### config.mk
export PLATFORM = sky130hd
export DESIGN_NAME = complex_acc_dump
export DESIGN_NICKNAME = d
export VERILOG_FILES = /design/src/rtl/complex_acc_dump.sv
export SDC_FILE = /design/constraint.sdc
export NUM_CORES = 1
export LEC_CHECK = 0
export CAP_MARGIN = 20
export CORE_MARGIN = 2
export CORE_UTILIZATION = 63
export DETAILED_ROUTE_END_ITERATION = 8
export GPL_TIMING_DRIVEN = 0
export PLACE_DENSITY = 0.86
export SLEW_MARGIN = 20
export SYNTH_ARGS = -nofsm -noshare
export SYNTH_HDL_FRONTEND = slang
export SYNTH_SLANG_ARGS = --single-unit
### constraint.sdc
create_clock -name clk -period 13.5 [get_ports clk]
set_input_delay 2.7 -clock clk [delete_from_list [all_inputs] [get_ports clk]]
set_output_delay 2.7 -clock clk [all_outputs]
set_load 0.02 [all_outputs]
### src/rtl/complex_acc_dump.sv
// Integrate-and-dump for complex products: full-precision sum of ACC_LEN samples,
// round-half-up shift and saturate at dump, then a 2-entry valid/ready output FIFO.
module complex_acc_dump #(
    parameter int DATA_LEN = 8,
    parameter int ACC_LEN  = 16,
    parameter int SHIFT    = 4,
    parameter int OUT_LEN  = 16
) (
    input  logic                       clk,
    input  logic                       rst,
    input  logic signed [2*DATA_LEN-1:0] in_re,
    input  logic signed [2*DATA_LEN-1:0] in_im,
    input  logic                       in_vld,
    input  logic                       sync,
    output logic signed [OUT_LEN-1:0]  out_re,
    output logic signed [OUT_LEN-1:0]  out_im,
    output logic                       out_vld,
    input  logic                       out_rdy,
    input  logic                       clr_flags,
    output logic                       sat_flag,
    output logic                       drop_flag
);
    localparam int IN_W  = 2 * DATA_LEN;
    localparam int CNT_W = $clog2(ACC_LEN);
    localparam int ACC_W = IN_W + CNT_W;
    localparam int HS    = (SHIFT > 0) ? SHIFT - 1 : 0;

    localparam logic [CNT_W-1:0]     CNT_LAST = CNT_W'(ACC_LEN - 1);
    localparam logic signed [ACC_W:0] ONE   = {{ACC_W{1'b0}}, 1'b1};
    localparam logic signed [ACC_W:0] HALF  = (SHIFT > 0) ? (ONE <<< HS) : '0;
    localparam logic signed [ACC_W:0] MAX_V = {{(ACC_W + 2 - OUT_LEN){1'b0}}, {(OUT_LEN - 1){1'b1}}};
    localparam logic signed [ACC_W:0] MIN_V = {{(ACC_W + 2 - OUT_LEN){1'b1}}, {(OUT_LEN - 1){1'b0}}};

    function automatic logic signed [ACC_W:0] round_shift(input logic signed [ACC_W-1:0] s);
        logic signed [ACC_W:0] ext;
        ext = {s[ACC_W-1], s};
        return (ext + HALF) >>> SHIFT;
    endfunction

    function automatic logic sat_hit(input logic signed [ACC_W:0] r);
        return (r > MAX_V) || (r < MIN_V);
    endfunction

    function automatic logic signed [OUT_LEN-1:0] saturate(input logic signed [ACC_W:0] r);
        if (r > MAX_V)
            return MAX_V[OUT_LEN-1:0];
        else if (r < MIN_V)
            return MIN_V[OUT_LEN-1:0];
        else
            return r[OUT_LEN-1:0];
    endfunction

    logic [CNT_W-1:0]        cnt;
    logic signed [ACC_W-1:0] acc_re, acc_im;
    logic signed [ACC_W-1:0] in_re_x, in_im_x, sum_re, sum_im;
    logic signed [ACC_W-1:0] dump_re_p0, dump_im_p0;
    logic                    vld_p0;

    assign in_re_x = {{(ACC_W - IN_W){in_re[IN_W-1]}}, in_re};
    assign in_im_x = {{(ACC_W - IN_W){in_im[IN_W-1]}}, in_im};
    assign sum_re  = acc_re + in_re_x;
    assign sum_im  = acc_im + in_im_x;

    // Stage 0: accumulate; the last sample of a frame loads the dump register
    always_ff @(posedge clk) begin
        if (rst) begin
            cnt    <= '0;
            acc_re <= '0;
            acc_im <= '0;
            vld_p0 <= 1'b0;
        end else begin
            vld_p0 <= 1'b0;
            if (in_vld) begin
                if (sync || cnt == '0) begin
                    acc_re <= in_re_x;
                    acc_im <= in_im_x;
                    cnt    <= CNT_W'(1);
                end else begin
                    acc_re <= sum_re;
                    acc_im <= sum_im;
                    if (cnt == CNT_LAST) begin
                        cnt    <= '0;
                        vld_p0 <= 1'b1;
                    end else begin
                        cnt <= cnt + CNT_W'(1);
                    end
                end
            end else if (sync) begin
                cnt <= '0;
            end
        end
    end

    always_ff @(posedge clk) begin
        if (in_vld && !sync && cnt == CNT_LAST) begin
            dump_re_p0 <= sum_re;
            dump_im_p0 <= sum_im;
        end
    end

    // Stage 1: round/saturate the dump register and push into the FIFO
    logic signed [ACC_W:0]     rnd_re_p1, rnd_im_p1;
    logic signed [OUT_LEN-1:0] res_re_p1, res_im_p1;
    logic                      sat_p1;

    assign rnd_re_p1 = round_shift(dump_re_p0);
    assign rnd_im_p1 = round_shift(dump_im_p0);
    assign res_re_p1 = saturate(rnd_re_p1);
    assign res_im_p1 = saturate(rnd_im_p1);
    assign sat_p1    = sat_hit(rnd_re_p1) || sat_hit(rnd_im_p1);

    logic signed [OUT_LEN-1:0] mem_re [2];
    logic signed [OUT_LEN-1:0] mem_im [2];
    logic                      wr_ptr, rd_ptr;
    logic [1:0]                count;
    logic                      full, pop, accept;

    assign full   = (count == 2'd2);
    assign pop    = out_vld && out_rdy;
    // A pop in the same cycle frees the slot even when full
    assign accept = vld_p0 && (!full || pop);

    always_ff @(posedge clk) begin
        if (rst) begin
            wr_ptr    <= 1'b0;
            rd_ptr    <= 1'b0;
            count     <= 2'd0;
            sat_flag  <= 1'b0;
            drop_flag <= 1'b0;
        end else begin
            if (accept)
                wr_ptr <= ~wr_ptr;
            if (pop)
                rd_ptr <= ~rd_ptr;
            case ({accept, pop})
                2'b10:   count <= count + 2'd1;
                2'b01:   count <= count - 2'd1;
                default: count <= count;
            endcase
            sat_flag  <= (vld_p0 && sat_p1) || (sat_flag && !clr_flags);
            drop_flag <= (vld_p0 && full && !pop) || (drop_flag && !clr_flags);
        end
    end

    always_ff @(posedge clk) begin
        if (accept) begin
            mem_re[wr_ptr] <= res_re_p1;
            mem_im[wr_ptr] <= res_im_p1;
        end
    end

    // Stage 2: FIFO head drives the outputs
    assign out_vld = (count != 2'd0);
    assign out_re  = out_vld ? mem_re[rd_ptr] : '0;
    assign out_im  = out_vld ? mem_im[rd_ptr] : '0;

endmodule

# Yosys cells after proc, flatten, opt, wreduce, memory -nomap -nowiden
# Memory sizes are Yosys's and may differ from the RTL's. A register that Yosys moved wholly into a read port is not among the register bits.
# Index checks and enable logic that the tools add are counted.
# word_totals
regBits,91
ramBits,64
wordCells,76
mem_count,2
# op_classes
addsub,7
magnitude_cmp,4
n_eq_ne,4
n_mux,20
n_bitwise,3
n_reduce_logical,25
# memory_table
name,words,width,read_ports,rd_ports_with_merged_regs,wr,line_no,source
mem_im,2,16,1,1,1,113,logic signed [OUT_LEN-1:0] mem_im [2];
mem_re,2,16,1,1,1,112,logic signed [OUT_LEN-1:0] mem_re [2];
# ops
cell,count
two-way mux 16 bit,6
"adder 20 x 5 -> 21 bit, second input constant",2
adder 20 x 16 -> 20 bit,2
two-way mux 20 bit,2
"> comparator 17 x 16 -> 1 bit, second input constant",2
"< comparator 17 x 16 -> 1 bit, second input constant",2
two-way mux 4 bit,4
logical AND 1 bit,9
logical OR 1 bit,7
two-way mux 1 bit,7
nonzero test 2 bit,3
"adder 4 x 1 -> 4 bit, second input constant",1
"equality test 2 bit, second input constant",2
"equality test 4 bit, second input constant",1
logical NOT 1 bit,4
logical NOT 4 bit,1
one-hot mux 2 bit (2 select lines),1
NOT 1 bit,3
OR reduction 3 bit,1
"adder 2 x 1 -> 2 bit, second input constant",1
"equality test 2 x 1 -> 1 bit, second input constant",1
"subtractor 2 x 1 -> 2 bit, second input constant",1

# Logic depth before layout (Yosys ltp)
# Gate-level depths: netlist (run 1).
# depth
ltp_word,6
mapped_depth,10
depth_no_buf,10

# Worst setup path after synthesis (run 1)
# OpenSTA, ideal clock, no wires.
# synth_timing
path_type,input-to-reg
from,input in_vld
to,register dump_im_p0[10] (enable)
arrival_time_ns,5.772
required_ns,13.032
setup_slack_ns,7.260
stages,4
n_path_buf,2
path_cell_list,clkbuf_1 > clkinv_1 > clkbuf_1 > nor3_1
# synth_via
elab_chain_cells,2
# synth_rtl
item,line_no,source
"start, declared",13,"input logic in_vld,"
logical AND 1 bit (2 in a row),95,if (in_vld && !sync && cnt == CNT_LAST) begin
"end signal, assigned",97,dump_im_p0 <= sum_im;
"end, declared",56,"logic signed [ACC_W-1:0] dump_re_p0, dump_im_p0;"
# No other way between the ends.
# A chain may end at the register's enable or synchronous reset.

# Final worst setup path (run 1)
# layout_timing
from,input in_im[0]
to,register acc_im[14]
# layout_via
elab_chain_cells,2
# layout_rtl
item,line_no,source
"start, declared",12,"input logic signed [2*DATA_LEN-1:0] in_im,"
adder 20 x 16 -> 20 bit,62,assign sum_im = acc_im + in_im_x;
via sum_im[14],55,"logic signed [ACC_W-1:0] in_re_x, in_im_x, sum_re, sum_im;"
two-way mux 20 bit,74,if (sync || cnt == '0) begin
"end signal, assigned",76,acc_im <= in_im_x;
"end signal, assigned",80,acc_im <= sum_im;
"end, declared",54,"logic signed [ACC_W-1:0] acc_re, acc_im;"
# The timed path passes the listed nets, and every way through them passes these cells.

==> results of run 1 <==
==> path summary, 6_finish.rpt <==
kind / from / to / slack [ps]
min: acc_im[16] / acc_im[16] / 490
max: in_im[0] / acc_im[14] / 8160
min reg2reg: acc_im[16] / acc_im[16] / 490
max reg2reg: acc_im[0] / acc_im[14] / 10570
==> stage by stage <==
stage          hold slack, ps   util  cells  power [µW]  setup WS, ps
4_1_cts                   485  0.762   1161        1130          8200
5_1_grt                   511  0.762   1161        1170          7920
2_1_floorplan             456      -    880         633          7260
3_5_place_dp              473  0.719   1129         682          7800
3_3_place_gp              469  0.715   1126         679          6360
6_report                  493  0.762   1161        1130          8160
==> power by group <==
part | internal [µW] | switching, µW
clock network | 269 | 184
registers | 501 | 6.44
logic | 69.2 | 102
total | 839 | 292
==> cell usage after synthesis, drive strengths merged, types with 9 or more instances <==
cell type	instances
nor2	120
nand2	112
edfxtp	98
a21oi	55
dfxtp	52
ha	42
mux2i	38
clkbuf	34
xnor2	29
o21ai	28
xor2	28
inv	24
a311oi	22
nand3	16
a211oi	14
a21o	14
o21a	13
and3	12
nor3	12
a31oi	9
==> final cells by class <==
class	instances	area (µm²)
well taps	176	220
inverters	25	93.8
multi-input cells	666	4380
clock inverters	14	135
fillers	915	3170
clock buffers	18	429
plain buffers	39	148
flip-flops and latches	150	3980
repair buffers	73	743
==> worst max-delay path: cells and delay by family <==
family          cells  cell delay (ps)
fa+ha+maj           2              600
buf+inv             2              550
xor+xnor            1              320
simple gates        2              330
compound gates      4             1180
==> metal layers <==
metal / routed length [µm] / up-vias / part of all wire / track usage
met3: 1180 / 42 / 0.062 / 0.0542
met1: 8620 / 3237 / 0.46 / 0.371
li1: - / 3402 / - / -
met2: 8640 / 246 / 0.46 / 0.430
met4: 448 / 0 / 0.024 / 0.116
met5: 0 / - / 0 / 0
==> state kept, by name (all words and copies together) (netlist names), 2 cells and up, named ones only <==
signal / flops
count: 2
cnt: 4
acc_im: 20
mem_im: 32
dump_im_p0: 17
dump_re_p0: 17
mem_re: 32
acc_re: 20
==> cells by family (layout without fill, tap and decap cells) <==
group / count (synthesis) / in the layout / share of synthesized area
xor+xnor: 57 / 57 / 0.0581
buf+inv: 64 / 169 / 0.0281
flops: 150 / 150 / 0.464
compound gates: 200 / 200 / 0.167
mux: 41 / 41 / 0.0482
fa+ha+maj: 44 / 44 / 0.0659
simple gates: 324 / 324 / 0.169
==> results.toml, run 1 <==
[status]
status = "finished clean"

[synthesis]
ys.flop_type = "edfxtp_1"
synth_area_leaders = "edfxtp_1, dfxtp_1, ha_1"
yosysWarningCount = 0
yosys.cell_types.count = 72
synth_seq_cells = 150
ys_seq_area_frac = 0.464
syn_avg_cell_area_um2 = 9.76
synth_top_area_frac = 0.343
async_reset_ff_frac = 0
synth_area_leader_cell = "edfxtp_1"
syn_inst = 880
synth_area_um2 = 8590
synth_edf_count = 98
syn_nets = 962

[worst_hold_path]
hold_class = "reg -> reg"
holdPathStages = 2

[floorplanning]
num_io_pins = 73
initial_core_util = 0.646
die_area_um2 = 14600
rows = 42
die-width_um = 121
core_um2 = 13300
dieHeight_um = 121

[global_route]
grt_pass1_wl_um = 31200
grt_usage = 0.273
grt_remaining_overflow = 0
antenna_found_initial = 0
grt_max_degree = 33
grt_pass1_vias = 6464

[timing]
max_freq_mhz = 187
rsz0062_at_grt = "no"
fin_crit_ps = 5340
hold_viol = 0
fin_setup_tns_ps = 0
slew_headroom = 0.446
fin_crit_sh = 0.396
setup_viol = 0
finClkSkew_ps = 11.4
worstMarginPinSlew_ps = 826
drv_slew = 0

[clock_network]
htreeDepth = 4
clock-sinks = 150
cts_setup_buffers = 0
clk_pin_slew_ps = 60
clockBufferDepth = 2
cts_made_buffers = 17
cts_root_buffer = "clkbuf_16"
ctsHoldBuffers = 0
cts_tree = "done"
clk_latency_ps = 430
ctsResizeCount = 0

[pwr]
power_leakage_uw = 0.00368
power.density_nw_per_um2 = 112
vdd_drop_max_mv = 0.0784

[layout]
design_area_um2 = 10100
layout-drive-gt1-share = 0.0579
nets = 1054
n_antenna_cell = 0
final_cell_mix = "nor2_1, nand2_1, edfxtp_1, clkdlybuf4s50_1, a21oi_1"
synthToLayoutAreaGrowth_pct = 17.9
layout_commonest_cell = "nor2_1"

[worst_setup_path]
crit_required_ps = 13820
critPathMaxStageDelay_ps = 480
worstSetupEndpointType = "flop"
worstPathCellList = "clkdlybuf4s50_1 -> ha_1 -> inv_1 -> fa_1 -> nor2b_1 -> o2111ai_1 -> a31oi_1 -> a211oi_1 -> xnor2_1 -> nand2_1 -> a311oi_1"
start_kind = "input port"
worstSetupPathType = "in -> reg"
slowest_stage = "clkdlybuf4s50_1"
crit_fanout = 5
crit_arrival_ps = 5670
r2r_cells = 10

[place]
io_buffers = 70
place_congestion = 0.938
dp_hpwl_um = 13700
placed_area_um2 = 9570

[route]
postRouteWirelength_um = 18900
drtIter0Drc = 686
vias_per_cell = 5.97
first_pass_iters = 5
antenna_left = 0
routed-via-count = 6927
wl_per_cell_um = 16.3
route.detailed.drc = 0

[run]
cap_violations = 0
No activity file was read; power rests on OpenSTA's default activity.
==> run 2: changes to the inputs <==
--- a/config.mk
+++ b/config.mk
@@ -7,10 +7,10 @@
 export LEC_CHECK = 0
 export CAP_MARGIN = 20
 export CORE_MARGIN = 2
-export CORE_UTILIZATION = 63
+export CORE_UTILIZATION = 59
 export DETAILED_ROUTE_END_ITERATION = 8
 export GPL_TIMING_DRIVEN = 0
-export PLACE_DENSITY = 0.86
+export PLACE_DENSITY = 0.81
 export SLEW_MARGIN = 20
 export SYNTH_ARGS = -nofsm -noshare
 export SYNTH_HDL_FRONTEND = slang
==> constraint.sdc (replaced) <==
create_clock -name clk -period 5 [get_ports clk]
set_input_delay 1 -clock clk [delete_from_list [all_inputs] [get_ports clk]]
set_output_delay 1 -clock clk [all_outputs]
set_load 0.02 [all_outputs]
==> run 2 against run 1 <==
  * Core utilization decreased by 5.0 points
  * Sequential power increased to 2.7 times the previous value
  * Clock-buffer cell count decreased by 1
  * Clock power increased to 3.1 times the previous value
  * Sequential cell count unchanged
  * Largest cell class unchanged
  * Combinational power increased to 2.7 times the previous value
  * Non-clock buffer count increased by 1
  * Global-route usage decreased by 1.2 points
  * Final cell count increased by 0.78%
  * Highest routed layer unchanged
  * Register-to-register slack got worse by 8500 ps
  * Die area increased by 6.6%
==> results.toml, run 2 (synthesized netlist as in run 1, its figures left out) <==
[place]
place_congestion = 0.892
dp_cells = 1138
dp_hpwl_um = 14000
io_buffers = 70

[timing]
finClkSkew_ps = 9.76
fin_crit_ps = 3630
drv_slew = 0
worstMarginPinSlew_ps = 751
fin_crit_sh = 0.725
setup_viol = 0
max_freq_mhz = 276
slew_headroom = 0.499
hold_viol = 0
rsz0062_at_grt = "no"

[route]
drtIter0Drc = 699
antenna_left = 0
postRouteWirelength_um = 19600
route.detailed.drc = 0
vias_per_cell = 5.98
first_pass_iters = 6
wl_per_cell_um = 16.7
routed-via-count = 6996

[floorplanning]
dieHeight_um = 125
num_io_pins = 73
die-width_um = 125
rows = 44
core_um2 = 14400
initial_core_util = 0.598
die_area_um2 = 15500

[clock_network]
clock-sinks = 150
clockBufferDepth = 2
clk_latency_ps = 440
ctsHoldBuffers = 0
cts_tree = "done"
cts_root_buffer = "clkbuf_16"
cts_setup_buffers = 0
htreeDepth = 4
clk_pin_slew_ps = 60
ctsResizeCount = 0
cts_made_buffers = 17

[worst_setup_path]
worstSetupEndpoint = "acc_im[18]"
start_kind = "input port"
critPathLaunch = "in_im[0]"
critPathMaxStageDelay_ps = 510
worstPathCellList = "clkdlybuf4s50_1 -> ha_1 -> inv_1 -> fa_1 -> nor2b_1 -> o2111ai_1 -> a31oi_1 -> a211oi_1 -> a31o_2 -> a21o_1 -> a32o_1"
regToRegSetupSlack_ps = 2100
crit_arrival_ps = 3950
crit_fanout = 5
r2r_end = "acc_im[18]"
r2r-start = "acc_im[0]"
worstSetupEndpointType = "flop"
r2r_cells = 10
slowest_stage = "clkdlybuf4s50_1"
worstSetupPathType = "in -> reg"
crit_required_ps = 5320

[pwr]
power_leakage_uw = 0.00372
power.density_nw_per_um2 = 317
vdd_drop_max_mv = 0.190

[run]
cap_violations = 0

[layout]
nets = 1055
layout-drive-gt1-share = 0.0598
reg_top3 = "mem_im: 32 flops, mem_re: 32 flops"
fin_util = 0.712
synthToLayoutAreaGrowth_pct = 19.1
n_antenna_cell = 0
layout_commonest_cell = "nor2_1"
final_cell_mix = "nor2_1, nand2_1, edfxtp_1, clkdlybuf4s50_1, a21oi_1"
final_cells = 1170

[global_route]
grt_max_degree = 33
antenna_found_initial = 0
grt_pass1_wl_um = 32700
grt_usage = 0.262
grt_remaining_overflow = 0
grt_pass1_vias = 6633

[status]
status = "finished clean"

[worst_hold_path]
hold_class = "reg -> reg"
-- run 2: routing by layer --
metal / up-vias / routed length (µm) / global-route usage
met5: - / 0 / 0
met4: 0 / 528 / 0.108
met3: 48 / 1260 / 0.0528
met2: 273 / 9040 / 0.416
met1: 3266 / 8770 / 0.353
li1: 3409 / - / -
-- run 2: metrics by stage --
step	setup WS [ps]	hold WS (ps)	setup TNS (ps)	cell area, µm²	total power, µW
after global placement	-541	470	-18330	9520	1830
after CTS	1400	485	0	10200	3240
after floorplan	460	456	0	8590	1710
after global routing	1140	503	0	10200	3350
after detailed placement	967	476	0	9580	1850
final	1370	485	0	10200	3240
-- run 2: layout make-up --
class | instances | area (µm²)
clock inverter | 15 | 224
inverter | 25 | 93.8
timing repair buffer | 74 | 751
tap | 184 | 230
multi-input combinational | 666 | 4380
clock buffer | 17 | 425
buffer | 39 | 148
sequential | 150 | 3980
fill | 1054 | 4140
-- run 2: how the worst min path moves through the flow --
stage / from / endpoint / cells past startpoint / slack (ps)
floorplan: acc_re[8] / acc_re[8] / 2 / 460
global placement: acc_re[8] / acc_re[8] / 2 / 470
detailed placement: acc_im[17] / acc_im[17] / 2 / 480
CTS: acc_im[17] / acc_im[17] / 2 / 480
global route: acc_re[10] / acc_re[10] / 2 / 500
finish: acc_im[17] / acc_im[17] / 2 / 480
-- run 2: worst max-delay path, delay by kind of cell --
kind,cells,cell delay [ps]
AOI/OAI and AO/OA,6,1540
adders and majority gates,2,600
buffers and inverters,2,580
and+or+nand+nor,1,240
-- run 2: power breakdown --
group / total, µW / switching (µW) / leakage [µW] / internal (µW)
Clock: 1410 / 519 / 0.000306 / 888
Combinational: 465 / 279 / 0.00211 / 187
Sequential: 1370 / 17.2 / 0.00131 / 1350
==> run 3: changes to the inputs <==
--- a/config.mk
+++ b/config.mk
@@ -7,10 +7,10 @@
 export LEC_CHECK = 0
 export CAP_MARGIN = 20
 export CORE_MARGIN = 2
-export CORE_UTILIZATION = 59
+export CORE_UTILIZATION = 53
 export DETAILED_ROUTE_END_ITERATION = 8
 export GPL_TIMING_DRIVEN = 0
-export PLACE_DENSITY = 0.81
+export PLACE_DENSITY = 0.77
 export SLEW_MARGIN = 20
 export SYNTH_ARGS = -nofsm -noshare
 export SYNTH_HDL_FRONTEND = slang
==> constraint.sdc (replaced) <==
create_clock -name clk -period 3.2 [get_ports clk]
set_input_delay 0.64 -clock clk [delete_from_list [all_inputs] [get_ports clk]]
set_output_delay 0.64 -clock clk [all_outputs]
set_load 0.02 [all_outputs]
==> run 3 against run 2 <==
  * Wire length rose by 1.8%
  * Sequential power is 56% higher
  * Sequential share of layout area decreased by 0.33 points
  * Setup slack lost 1200 ps
  * Critical path type unchanged
==> results.toml, run 3 (synthesized netlist as in run 1, its figures left out) <==
[clock_network]
cts_tree = "done"
cts_root_buffer = "clkbuf_16"
clockBufferDepth = 2
clk_latency_ps = 430
cts_made_buffers = 17
ctsHoldBuffers = 0
htreeDepth = 4
clk_pin_slew_ps = 60
clock-sinks = 150

[worst_setup_path]
worstSetupEndpointType = "flop"
crit_required_ps = 3540
crit_fanout = 5
start_kind = "input port"
crit_arrival_ps = 3370
worstSetupPathType = "in -> reg"

[pwr]
power.density_nw_per_um2 = 489
swShare = 0.248
intPower_uw = 3800
p_comb_frac = 0.147
vdd_drop_max_mv = 0.448
pwr-share-clk = 0.429
power_frac_seq = 0.424
p_sw_uw = 1250
total_power_uw = 5050
power_leakage_uw = 0.00375

[route]
wl_per_cell_um = 16.6
first_pass_iters = 5
drtIter0Drc = 621
route.detailed.drc = 0
routed-via-count = 6943
antenna_left = 0
postRouteWirelength_um = 19900
vias_per_cell = 5.77

[layout]
reg_top3 = "mem_im: 32 flops, mem_re: 32 flops"
layout-drive-gt1-share = 0.0659
layout_commonest_cell = "nor2_1"
final_cell_mix = "nor2_1, nand2_1, edfxtp_1, clkdlybuf4s50_1, a21oi_1"
n_fill_cell = 1296
synthToLayoutAreaGrowth_pct = 20.2
fin_util = 0.650
nets = 1056
final_cells = 1203

[floorplanning]
die_area_um2 = 17200
initial_core_util = 0.541
dieHeight_um = 131
core_um2 = 15900
rows = 46
die-width_um = 131
num_io_pins = 73

[global_route]
grt_remaining_overflow = 0
grt_max_degree = 33
grt_usage = 0.236
antenna_found_initial = 1
grt_pass1_wl_um = 32900
grt_pass1_vias = 6596

[timing]
drv_slew = 0
max_freq_mhz = 330
hold_viol = 0
fin_crit_sh = 0.947
fin_crit_ps = 3030
worstMarginPinSlew_ps = 802
slew_headroom = 0.464
rsz0062_at_grt = "no"
worst_slack_ps = 169
finClkSkew_ps = 8.77
setup_viol = 0

[worst_hold_path]
hold_class = "reg -> reg"

[status]
status = "finished clean"

[place]
dp_cells = 1168
dp_slack_ps = -436
place_congestion = 0.919
io_buffers = 70
dp_hpwl_um = 14400

[run]
cap_violations = 0
==> run 3: cell count changes in the layout (fill, tap and decap cells not counted), sizes merged <==
cell      change
clkinvlp      -2
diode         +1
clkbuf        +4
clkinv        +1
buf           -1
inv           -2
==> run 3: final timing paths <==
kind | start | to | slack, ps | cells after the start
max | in_im[1] | acc_im[19] | 170 | 9
max reg2reg | acc_im[1] | acc_im[19] | 540 | 8
min reg2reg | acc_im[17] | acc_im[17] | 480 | 2
min | acc_im[17] | acc_im[17] | 480 | 2
==> run 3: worst max-delay path, cell delays in order <==
cell             delay, ps
clkdlybuf4s50_1        450
ha_1                   330
a211oi_1               350
o211ai_2               200
a32oi_4                310
nor3_2                 120
a2111oi_4              470
mux2_2                 380
a31oi_1                120
==> run 3: layout make-up <==
cell class                      instances  area (µm²)  area share
Timing Repair Buffer                   75         778      0.0754
Multi-Input combinational cell        666        4400       0.427
Sequential cell                       150        3980       0.386
Antenna cell                            1        2.50    0.000242
Buffer                                 39         151      0.0147
Tap cell                              216         270      0.0262
Inverter                               25        93.8     0.00909
Clock inverter                         12         203      0.0196
Clock buffer                           19         433      0.0419
==> run 3: through the flow <==
| step | hold WS [ps] | area (µm²) | setup TNS [ps] |
|---|---|---|---|
| after floorplan | 456 | 8590 | 0 |
| after global placement | 471 | 9560 | -50280 |
| after detailed placement | 473 | 9630 | -3660 |
| after CTS | 482 | 10300 | 0 |
| after global routing | 505 | 10300 | 0 |
| final | 485 | 10300 | 0 |
==> run 3: layer usage <==
layer,share of wire,routed length [µm],global-route usage,up-vias
met5,0,0,0,-
met4,0.021,417,0.0833,0
met3,0.061,1210,0.0440,34
met2,0.46,9200,0.376,231
met1,0.46,9120,0.325,3267
li1,-,-,-,3411
==> run 3: power groups by stage <==
stage	Sequential [µW]	Clock, µW	Combinational, µW
global placement	2180	0	693
global route	2140	2270	814
detailed placement	2180	0	707
finish	2140	2170	743
floorplan	2170	0	501
CTS	2140	2180	714
==> run 3: repair_timing <==
action | CTS | global route
resized for setup | 2 | 5
endpoints found under the setup margin | 3 | 24
setup buffers | 0 | 3
pin swaps | 0 | 3
